--- config.mk ---
export PLATFORM = sky130hd
export DESIGN_NAME = front_panel_io_flat
export DESIGN_NICKNAME = d
export VERILOG_FILES = /design/src/rtl/front_panel_io_if.sv /design/src/rtl/front_panel_io.sv /design/src/flat_wrapper.sv
export SDC_FILE = /design/constraint.sdc
export NUM_CORES = 1
export LEC_CHECK = 0
export CAP_MARGIN = 20
export CORE_MARGIN = 2
export CORE_UTILIZATION = 50
export CTS_CLUSTER_DIAMETER = 100
export DETAILED_ROUTE_END_ITERATION = 7
export GPL_TIMING_DRIVEN = 0
export HOLD_SLACK_MARGIN = 0.06
export PLACE_DENSITY = 0.84
export SLEW_MARGIN = 20
export SYNTH_ARGS = -nofsm -noshare
export SYNTH_HDL_FRONTEND = slang
export SYNTH_SLANG_ARGS = --single-unit
--- constraint.sdc ---
create_clock -name CLK -period 4.1 [get_ports CLK]
set_clock_uncertainty 0.05 [all_clocks]
set_input_delay 1.23 -clock CLK [delete_from_list [all_inputs] [get_ports CLK]]
set_output_delay 1.23 -clock CLK [all_outputs]
set_load 0.01 [all_outputs]
--- src/rtl/front_panel_io_if.sv ---
// CPU-side register bus of the SBC6502 front-panel controller.
// The CPU board drives the master side; front_panel_io is the slave.
interface front_panel_io_if;
    logic       CS;
    logic       WE;
    logic [4:0] ADDR;
    logic [7:0] DIN;
    logic [7:0] DOUT;
    logic       IRQ;

    modport master (output CS, WE, ADDR, DIN, input DOUT, IRQ);
    modport slave  (input CS, WE, ADDR, DIN, output DOUT, IRQ);
endinterface

--- src/rtl/front_panel_io.sv ---
// Memory-mapped front-panel controller for the SBC6502 board: CPU-writable
// 7-segment digits (raw or hex-decoded), LED and switch registers, debounced
// keys with sticky press events and a level interrupt.
// Optional digit blinking is built only when FRONT_PANEL_BLINK_EN is defined.
module front_panel_io #(
    parameter int unsigned SYSCLK_MHZ  = 50,
    parameter int unsigned NUM_DIGITS  = 6,
    parameter int unsigned NUM_LEDS    = 10,
    parameter int unsigned NUM_SW      = 10,
    parameter int unsigned NUM_KEYS    = 2,
    parameter int unsigned DEBOUNCE_MS = 10,
    parameter int unsigned BLINK_MS    = 250
) (
    input  logic                    CLK,
    input  logic                    RESET,
    front_panel_io_if.slave         bus,
    input  logic [NUM_SW-1:0]       SW,
    input  logic [NUM_KEYS-1:0]     KEY,
    output logic [NUM_LEDS-1:0]     LEDR,
    output logic [NUM_DIGITS*8-1:0] HEX
);

    localparam int unsigned TICK_CYC = SYSCLK_MHZ * 1000;
    localparam int unsigned PW       = $clog2(TICK_CYC);
    localparam int unsigned LO_LED   = (NUM_LEDS < 8) ? NUM_LEDS : 8;
    localparam int unsigned HI_LED   = (NUM_LEDS > 8) ? NUM_LEDS - 8 : 0;
    localparam int unsigned LO_SW    = (NUM_SW < 8) ? NUM_SW : 8;
    localparam int unsigned HI_SW    = (NUM_SW > 8) ? NUM_SW - 8 : 0;

    localparam logic [4:0] A_LED_LO   = 5'd0;
    localparam logic [4:0] A_LED_HI   = 5'd1;
    localparam logic [4:0] A_SW_LO    = 5'd2;
    localparam logic [4:0] A_SW_HI    = 5'd3;
    localparam logic [4:0] A_KEY_STAT = 5'd4;
    localparam logic [4:0] A_KEY_EVT  = 5'd5;
    localparam logic [4:0] A_KEY_IE   = 5'd6;
    localparam logic [4:0] A_HEX_MODE = 5'd7;
    localparam logic [4:0] A_DIGIT0   = 5'd8;
`ifdef FRONT_PANEL_BLINK_EN
    localparam logic [4:0] A_BLINK    = 5'd16;
    localparam int unsigned BW        = $clog2(BLINK_MS + 1);
`endif

    generate
        if (SYSCLK_MHZ < 1 || NUM_DIGITS < 1 || NUM_DIGITS > 8 ||
            NUM_LEDS < 1 || NUM_LEDS > 16 || NUM_SW < 1 || NUM_SW > 16 ||
            NUM_KEYS < 1 || NUM_KEYS > 8 || DEBOUNCE_MS < 1 ||
            DEBOUNCE_MS > 255 || BLINK_MS < 1) begin : g_bad_param
            $error("front_panel_io: parameter out of range");
        end
    endgenerate

    function automatic logic [6:0] seg_dec(input logic [3:0] v);
        case (v)
            4'h0:    seg_dec = 7'h40;
            4'h1:    seg_dec = 7'h79;
            4'h2:    seg_dec = 7'h24;
            4'h3:    seg_dec = 7'h30;
            4'h4:    seg_dec = 7'h19;
            4'h5:    seg_dec = 7'h12;
            4'h6:    seg_dec = 7'h02;
            4'h7:    seg_dec = 7'h78;
            4'h8:    seg_dec = 7'h00;
            4'h9:    seg_dec = 7'h10;
            4'hA:    seg_dec = 7'h08;
            4'hB:    seg_dec = 7'h03;
            4'hC:    seg_dec = 7'h46;
            4'hD:    seg_dec = 7'h21;
            4'hE:    seg_dec = 7'h06;
            default: seg_dec = 7'h0E;
        endcase
    endfunction

    logic [PW-1:0]           pre_cnt;
    logic                    tick;
    logic [NUM_SW-1:0]       sw_m, sw_s;
    logic [NUM_KEYS-1:0]     key_m, key_s;
    logic [7:0]              deb_cnt [NUM_KEYS];
    logic [NUM_KEYS-1:0]     key_deb, deb_done, key_press;
    logic [NUM_KEYS-1:0]     key_evt, key_ie, evt_clr;
    logic [NUM_DIGITS-1:0]   hex_mode, blank;
    logic [7:0]              digit [NUM_DIGITS];
    logic [NUM_DIGITS*8-1:0] hex_next;
    logic [7:0]              rd_data;
    logic                    wr, rd;

    assign wr   = bus.CS & bus.WE;
    assign rd   = bus.CS & ~bus.WE;
    assign tick = (pre_cnt == PW'(TICK_CYC - 1));

    // Free-running millisecond prescaler
    always_ff @(posedge CLK) begin
        if (RESET || tick) pre_cnt <= '0;
        else               pre_cnt <= pre_cnt + 1'b1;
    end

    // Two-flop synchronizers; keys are inverted so 1 = pressed
    always_ff @(posedge CLK) begin
        if (RESET) begin
            sw_m  <= '0;
            sw_s  <= '0;
            key_m <= '0;
            key_s <= '0;
        end else begin
            sw_m  <= SW;
            sw_s  <= sw_m;
            key_m <= ~KEY;
            key_s <= key_m;
        end
    end

    // Keys whose stable window completes this cycle, and which of those are presses
    always_comb begin
        for (int unsigned n = 0; n < NUM_KEYS; n++)
            deb_done[n] = tick && (key_s[n] != key_deb[n]) &&
                          (deb_cnt[n] == 8'(DEBOUNCE_MS - 1));
        key_press = deb_done & key_s;
    end

    // Per-key debounce: any sample matching the accepted level restarts the window
    always_ff @(posedge CLK) begin
        if (RESET) begin
            key_deb <= '0;
            for (int unsigned n = 0; n < NUM_KEYS; n++) deb_cnt[n] <= '0;
        end else begin
            for (int unsigned n = 0; n < NUM_KEYS; n++) begin
                if (key_s[n] == key_deb[n]) begin
                    deb_cnt[n] <= '0;
                end else if (deb_done[n]) begin
                    deb_cnt[n] <= '0;
                    key_deb[n] <= key_s[n];
                end else if (tick) begin
                    deb_cnt[n] <= deb_cnt[n] + 8'd1;
                end
            end
        end
    end

    assign evt_clr = (wr && bus.ADDR == A_KEY_EVT) ? bus.DIN[NUM_KEYS-1:0] : '0;

    // CPU-writable registers; a press landing with a clear of the same bit keeps it set
    always_ff @(posedge CLK) begin
        if (RESET) begin
            LEDR     <= '0;
            key_evt  <= '0;
            key_ie   <= '0;
            hex_mode <= '0;
            for (int unsigned i = 0; i < NUM_DIGITS; i++) digit[i] <= 8'hBF;
        end else begin
            key_evt <= (key_evt & ~evt_clr) | key_press;
            if (wr) begin
                if (bus.ADDR == A_LED_LO)
                    for (int unsigned i = 0; i < LO_LED; i++) LEDR[i] <= bus.DIN[i];
                if (bus.ADDR == A_LED_HI)
                    for (int unsigned i = 0; i < HI_LED; i++) LEDR[8+i] <= bus.DIN[i];
                if (bus.ADDR == A_KEY_IE)
                    key_ie <= bus.DIN[NUM_KEYS-1:0];
                if (bus.ADDR == A_HEX_MODE)
                    hex_mode <= bus.DIN[NUM_DIGITS-1:0];
                for (int unsigned i = 0; i < NUM_DIGITS; i++)
                    if (bus.ADDR == A_DIGIT0 + 5'(i)) digit[i] <= bus.DIN;
            end
        end
    end

    // Interrupt request from enabled sticky events
    always_ff @(posedge CLK) begin
        if (RESET) bus.IRQ <= 1'b0;
        else       bus.IRQ <= |(key_evt & key_ie);
    end

`ifdef FRONT_PANEL_BLINK_EN
    logic [NUM_DIGITS-1:0] blink_mask;
    logic [BW-1:0]         blink_cnt;
    logic                  blink_phase;

    // Blink mask register and half-period phase counter
    always_ff @(posedge CLK) begin
        if (RESET) begin
            blink_mask  <= '0;
            blink_cnt   <= '0;
            blink_phase <= 1'b0;
        end else begin
            if (wr && bus.ADDR == A_BLINK) blink_mask <= bus.DIN[NUM_DIGITS-1:0];
            if (tick) begin
                if (blink_cnt == BW'(BLINK_MS - 1)) begin
                    blink_cnt   <= '0;
                    blink_phase <= ~blink_phase;
                end else begin
                    blink_cnt <= blink_cnt + 1'b1;
                end
            end
        end
    end

    assign blank = blink_phase ? blink_mask : '0;
`else
    assign blank = '0;
`endif

    // Segment pattern per digit: blanked, hex-decoded or raw
    always_comb begin
        hex_next = '0;
        for (int unsigned n = 0; n < NUM_DIGITS; n++) begin
            if (blank[n])         hex_next[8*n +: 8] = 8'hFF;
            else if (hex_mode[n]) hex_next[8*n +: 8] = {~digit[n][7], seg_dec(digit[n][3:0])};
            else                  hex_next[8*n +: 8] = digit[n];
        end
    end

    // Registered segment outputs
    always_ff @(posedge CLK) begin
        if (RESET) HEX <= {NUM_DIGITS{8'hBF}};
        else       HEX <= hex_next;
    end

    // Read multiplexer; unimplemented bits and addresses return 0
    always_comb begin
        rd_data = '0;
        if (bus.ADDR == A_LED_LO)
            for (int unsigned i = 0; i < LO_LED; i++) rd_data[i] = LEDR[i];
        if (bus.ADDR == A_LED_HI)
            for (int unsigned i = 0; i < HI_LED; i++) rd_data[i] = LEDR[8+i];
        if (bus.ADDR == A_SW_LO)
            for (int unsigned i = 0; i < LO_SW; i++) rd_data[i] = sw_s[i];
        if (bus.ADDR == A_SW_HI)
            for (int unsigned i = 0; i < HI_SW; i++) rd_data[i] = sw_s[8+i];
        if (bus.ADDR == A_KEY_STAT)
            for (int unsigned i = 0; i < NUM_KEYS; i++) rd_data[i] = key_deb[i];
        if (bus.ADDR == A_KEY_EVT)
            for (int unsigned i = 0; i < NUM_KEYS; i++) rd_data[i] = key_evt[i];
        if (bus.ADDR == A_KEY_IE)
            for (int unsigned i = 0; i < NUM_KEYS; i++) rd_data[i] = key_ie[i];
        if (bus.ADDR == A_HEX_MODE)
            for (int unsigned i = 0; i < NUM_DIGITS; i++) rd_data[i] = hex_mode[i];
        for (int unsigned i = 0; i < NUM_DIGITS; i++)
            if (bus.ADDR == A_DIGIT0 + 5'(i)) rd_data = digit[i];
`ifdef FRONT_PANEL_BLINK_EN
        if (bus.ADDR == A_BLINK)
            for (int unsigned i = 0; i < NUM_DIGITS; i++) rd_data[i] = blink_mask[i];
`endif
    end

    // Registered read data, held between reads
    always_ff @(posedge CLK) begin
        if (RESET)   bus.DOUT <= '0;
        else if (rd) bus.DOUT <= rd_data;
    end

endmodule
--- src/flat_wrapper.sv ---
// flat-port wrapper written by rule: the top's interface ports become plain ports
module front_panel_io_flat 
#(
    parameter int unsigned SYSCLK_MHZ  = 50,
    parameter int unsigned NUM_DIGITS  = 6,
    parameter int unsigned NUM_LEDS    = 10,
    parameter int unsigned NUM_SW      = 10,
    parameter int unsigned NUM_KEYS    = 2,
    parameter int unsigned DEBOUNCE_MS = 10,
    parameter int unsigned BLINK_MS    = 250
)
  (CLK, RESET, SW, KEY, LEDR, HEX, bus_CS, bus_WE, bus_ADDR, bus_DIN, bus_DOUT, bus_IRQ);
  front_panel_io_if bus_i ();
  input  logic CLK;
  input  logic RESET;
  input  logic [NUM_SW-1:0] SW;
  input  logic [NUM_KEYS-1:0] KEY;
  output logic [NUM_LEDS-1:0] LEDR;
  output logic [NUM_DIGITS*8-1:0] HEX;
  input wire logic [$bits(bus_i.CS)-1:0] bus_CS;
  input wire logic [$bits(bus_i.WE)-1:0] bus_WE;
  input wire logic [$bits(bus_i.ADDR)-1:0] bus_ADDR;
  input wire logic [$bits(bus_i.DIN)-1:0] bus_DIN;
  output wire logic [$bits(bus_i.DOUT)-1:0] bus_DOUT;
  output wire logic [$bits(bus_i.IRQ)-1:0] bus_IRQ;
  assign bus_i.CS = bus_CS;
  assign bus_i.WE = bus_WE;
  assign bus_i.ADDR = bus_ADDR;
  assign bus_i.DIN = bus_DIN;
  assign bus_DOUT = bus_i.DOUT;
  assign bus_IRQ = bus_i.IRQ;
  front_panel_io #(.SYSCLK_MHZ(SYSCLK_MHZ), .NUM_DIGITS(NUM_DIGITS), .NUM_LEDS(NUM_LEDS), .NUM_SW(NUM_SW), .NUM_KEYS(NUM_KEYS), .DEBOUNCE_MS(DEBOUNCE_MS), .BLINK_MS(BLINK_MS)) u_core (.CLK(CLK), .RESET(RESET), .bus(bus_i), .SW(SW), .KEY(KEY), .LEDR(LEDR), .HEX(HEX));
endmodule
# Word-level counts from Yosys, hierarchy flattened

Memories as Yosys holds them, arrays and structs flattened.
Index checks and enable logic that the tools add are counted.

Memory bits (writable): 64
Latch bits: 0
Word-level logic and storage cells: 171
ROM bits: 672
Bits in registers: 119
Memories kept: 8

Add/sub/neg operators: 3
$mul: 0
Shift-type cells: 0
Reductions and logical operators: 14
Bitwise operators: 29
Equality and inequality tests: 20
Div/mod/pow operators: 0
Multiplexer cells: 82
Magnitude comparators: 0

Memories:

| name             | depth | bits a word | rd ports | clocked after memory_dff | wr ports | RTL line             | text |
|---|---|---|---|---|---|---|---|
| (name not given) | 16    | 7           | 1        | 0                        | 0        | front_panel_io.sv:54 | `case (v)` |
| (name not given) | 16    | 7           | 1        | 0                        | 0        | front_panel_io.sv:54 |  |
| (name not given) | 16    | 7           | 1        | 0                        | 0        | front_panel_io.sv:54 |  |
| (name not given) | 16    | 7           | 1        | 0                        | 0        | front_panel_io.sv:54 |  |
| (name not given) | 16    | 7           | 1        | 0                        | 0        | front_panel_io.sv:54 |  |
| (name not given) | 16    | 7           | 1        | 0                        | 0        | front_panel_io.sv:54 |  |
| 2 more memories  | -     | -           | -        | -                        | -        | -                    |  |

Operators by type and width:

| cell                                                             | number |
|---|---|
| 8-bit 2-to-1 mux                                                 | 26 |
| 1-bit 2-to-1 mux                                                 | 49 |
| 5-bit by 4-bit == test with 1-bit output (second input constant) | 6 |
| 5-bit by 3-bit == test with 1-bit output (second input constant) | 4 |
| 16-bit by 1-bit adder with 16-bit output (second input constant) | 1 |
| 8-bit by 1-bit adder with 8-bit output (second input constant)   | 2 |
| 16-bit == test (second input constant)                           | 1 |
| 8-bit by 4-bit == test with 1-bit output (second input constant) | 2 |
| 2-bit 2-to-1 mux                                                 | 6 |
| 1-bit bitwise OR                                                 | 12 |
| 2-bit AND reduction                                              | 6 |
| 5-bit by 2-bit == test with 1-bit output (second input constant) | 2 |
| 1-bit NOT                                                        | 9 |
| 2-bit bitwise AND                                                | 3 |
| 6-bit 2-to-1 mux                                                 | 1 |
| 5-bit by 1-bit == test with 1-bit output (second input constant) | 1 |
| 1-bit logical AND                                                | 5 |
| 5-bit zero test                                                  | 1 |
| 2-bit NOT                                                        | 2 |
| 1-bit bitwise AND                                                | 2 |
| 1-bit == test                                                    | 2 |
| 1-bit inequality test                                            | 2 |
| 2-bit bitwise OR                                                 | 1 |
| 2-bit OR reduction                                               | 1 |
| 1-bit logical OR                                                 | 1 |

# Longest topological paths before layout

Depth in word-level cells: 15
Depth in mapped cells: 8

# Worst setup path before layout

OpenSTA, ideal clock, no wires.

Kind: input -> register
Start point: in bus_ADDR[3]
End point: mem u_core.digit[5][0] (netlist: u_core.digit[0][40]), enable pin
Required time: 3675 ps
Stages on the path: 6
Buffers on the path: 3
Data arrival time: 2582 ps
Path slack: 1094 ps
Path through: clkbuf_2 > and2b_1 > clkbuf_1 > nand3_1 > clkbuf_1 > o21bai_1

RTL lines:

| what               | RTL line             | text |
|---|---|---|
| start: declaration | flat_wrapper.sv:22   | `input wire logic [$bits(bus_i.ADDR)-1:0] bus_ADDR;` |
| end: declaration   | front_panel_io.sv:82 | `logic [7:0] digit [NUM_DIGITS];` |

==> flow_summary.toml <==
[hold_path]
min_from = "u_core.sw_m[0]$_SDFF_PP0_"
whs_path_depth = 1
whs_endpoint = "u_core.sw_s[0]$_SDFF_PP0_"
hp-class = "flip-flop to flip-flop"

[clock_tree]
insertion_delay_ns = 0.46
postCtsSetupBuffers = 0
cts_sinks = 183
root_buffer = "clkbuf_16"
ctsHoldBuffers = 0
cts_tree = "done"
cts-buffers-inserted = 17
postCtsResizedCells = 0
cts-htree-levels = 4
clk_pin_slew_ns = 0.07
clockBufferDepth = 2

[finish]
drive_gt1_share_pct = 5.67
diodes = 0
layout.nets = 1151
n_fill_cell = 1511
final_cells = 1323
final_common_cell = "dfxtp_1"
area_growth_pct = 19.7
mostFrequentLayoutCells = "dfxtp_1, nor2_1, clkdlybuf4s50_1"

[synth]
syn-num-nets = 1038
synth_ff_type = "dfxtp_1"
synth-edff-count = 64
synth_top_area_share_pct = 26.1
synthArstFlopShare_pct = 0
yosysWarnings = 0
netlist_area_mm2 = 0.00911
ys_ff_latch = 183
synth_area_leaders = "dfxtp_1, edfxtp_1, ha_1"
yosysTopAreaCell = "dfxtp_1"
ys_types = 66
ys_seq_area_share_pct = 47.2
avgSynthCellArea_um2 = 9.42
syn_inst = 968

[floorplan]
ioPinCount = 96
die_h_um = 139
start_util_pct = 50.9
die_w_um = 139
dieArea_mm2 = 0.0193
core_area_mm2 = 0.0179
rows = 49

[drt]
met3_length_um = 2660
wl_per_cell_um = 19.5
vias = 7850
top_layer_used = "met4"
remaining_drc_errors = 0
wirelength_um = 25800
wl_met1_um = 10800
dr.pass1.iters = 6
drt_iter0_drc = 902
viasPerCell = 5.93
wl_met2_um = 11700
postRouteAntennaNets = 0

[timing]
fin_tns_setup_ns = 0
setup_ws_ns = 0.347
slew_headroom_pct = 38.9
clock.fmax_ghz = 0.266
drv_slew = 0
fin_crit_ns = 3.75
rsz0062_at_grt = "false"
holdWs_ns = 0.393
worstMarginPinSlew_ns = 0.917
hold_violations = 0
fin_crit_sh_pct = 91.5
finalSetupViolations = 0

[power]
leakage_nw = 3.96
intPower_mw = 2.95
clock_power_share_pct = 39.8
powerDensity_mw_per_mm2 = 371
comb_power_share_pct = 10.7
p_sw_mw = 1.10
power_frac_seq_pct = 49.4
ir_drop_mv = 0.285
switching_share_pct = 27.1

[setup_path]
crit_buf_inv = 4
reg2reg_depth = 7
worst-endpoint-arrival_ns = 3.78
end_kind = "flip-flop"
r2r-end = "u_core.deb_cnt[0][3]$_SDFFCE_PN0P_"
path_class = "input port to flip-flop"
rr_startpoint = "u_core.pre_cnt[0]$_SDFF_PP0_"
cp_top_family = "buffers and inverters"
path_cells = "clkdlybuf4s50_1, buf_2, clkbuf_1, nand3_1, clkbuf_1, o21bai_1"
cpMostUsedCell = "clkbuf_1"
path_max_fanout = 10
r2r_slack_ns = 1.77
slowest_delay_ns = 0.60
cp_slowest_cell = "o21bai_1"
start_kind = "input port"
cp.required_ns = 4.13

[global_routing]
grt_max_degree = 19
grtUsageTotal_pct = 26.7
grt_overflow = 0
grt_pass1_vias = 7232
grt_first_pass_wirelength_um = 40000
antenna_found_initial = 0

[place]
place_inst = 1291
place_worst_setup_slack_ns = 0.0147
gp_congestion = 0.994
port_buffers = 94
dp_hpwl_um = 18400

[run_status]
status = "finished clean"

[flow_run]
cap_violations = 0
==> power by group through the flow <==
stage,combinational [mW],sequential [mW],clock (mW)
after floorplan,0.225,2.04,0
after global placement,0.417,2.04,0
after detailed placement,0.423,2.04,0
after CTS,0.425,2.00,1.61
after global routing,0.468,2.01,1.69
final,0.434,2.00,1.61
==> how the worst max path moves through the flow <==
stage | from | end | slack [ns] | cells after the start
floorplan | bus_ADDR[3] | u_core.digit[0][40]$_SDFFCE_PN1P_ | 1.09 | 6
global placement | bus_ADDR[2] | u_core.digit[0][43]$_SDFFCE_PN1P_ | 0.04 | 6
detailed placement | bus_ADDR[2] | u_core.digit[0][42]$_SDFFCE_PN1P_ | 0.01 | 6
CTS | bus_ADDR[2] | u_core.digit[0][40]$_SDFFCE_PN1P_ | 0.45 | 6
global route | bus_ADDR[2] | u_core.digit[0][40]$_SDFFCE_PN1P_ | 0.15 | 6
finish | bus_ADDR[2] | u_core.digit[0][40]$_SDFFCE_PN1P_ | 0.35 | 6
==> stage by stage <==
stage / power (mW) / util [%] / instance area (µm²)
2_1_floorplan: 2.26 / - / 9110
3_3_place_gp: 2.45 / 57.8 / 10300
3_5_place_dp: 2.46 / 57.8 / 10300
4_1_cts: 4.03 / 60.9 / 10900
5_1_grt: 4.16 / 60.9 / 10900
6_report: 4.04 / 60.9 / 10900
==> synth_stat cells, types with 5 or more instances <==
| library cell | number |
|---|---|
| nor2b_1 | 41 |
| or3_1 | 46 |
| xor2_1 | 17 |
| o21ai_0 | 63 |
| and3_1 | 12 |
| clkbuf_1 | 55 |
| inv_1 | 40 |
| dfxtp_1 | 119 |
| xnor2_1 | 17 |
| nand3_1 | 26 |
| nor3b_1 | 6 |
| a211oi_1 | 18 |
| buf_2 | 7 |
| a221o_1 | 10 |
| nand2_1 | 51 |
| mux2i_1 | 28 |
| edfxtp_1 | 64 |
| o21bai_1 | 8 |
| a21oi_1 | 36 |
| a21o_1 | 6 |
| ha_1 | 41 |
| nor3_1 | 17 |
| nand2b_1 | 21 |
| a211o_1 | 10 |
| a31oi_1 | 7 |
| nor2_1 | 110 |
| o22ai_1 | 5 |
| nand3b_1 | 8 |
| nand4_1 | 6 |
| or2_2 | 13 |
==> metal layers <==
metal	global-route usage, %	vias to the layer above
met2	41.9	454
met3	6.60	55
met5	0	-
met4	9.62	0
met1	36.0	3687
li1	-	3654
==> flip-flops by register name (all words and copies together), names as in the netlist <==
signal,count
u_core.digit,48
u_core.pre_cnt,16
u_core.key_ie,2
u_core.key_deb,2
u_core.deb_cnt,16
u_core.HEX,48
u_core.LEDR,10
u_core.key_m,2
u_core.sw_s,10
u_core.key_evt,2
u_core.key_s,2
u_core.sw_m,10
u_core.bus.DOUT,8
u_core.bus.IRQ,1
u_core.hex_mode,6
==> cells by family after synthesis <==
group / synth area share, %
buffers and inverters: 4.52
xor gates and xnor gates: 3.27
DFF: 47.2
AOI/OAI and AO/OA: 14.4
adders and majority gates: 5.63
and+or+nand+nor: 21.9
muxes: 3.08
==> layout make-up <==
cell class | count | area (µm²) | share of cell area [%]
Multi-Input combinational cell | 680 | 4400 | 40.3
Sequential cell | 183 | 4300 | 39.4
Timing Repair Buffer | 94 | 941 | 8.62
Clock buffer | 18 | 439 | 4.03
Tap cell | 229 | 287 | 2.63
Buffer | 65 | 262 | 2.40
Inverter | 40 | 150 | 1.38
Clock inverter | 14 | 130 | 1.19
Power figures use the tool's default switching activity.
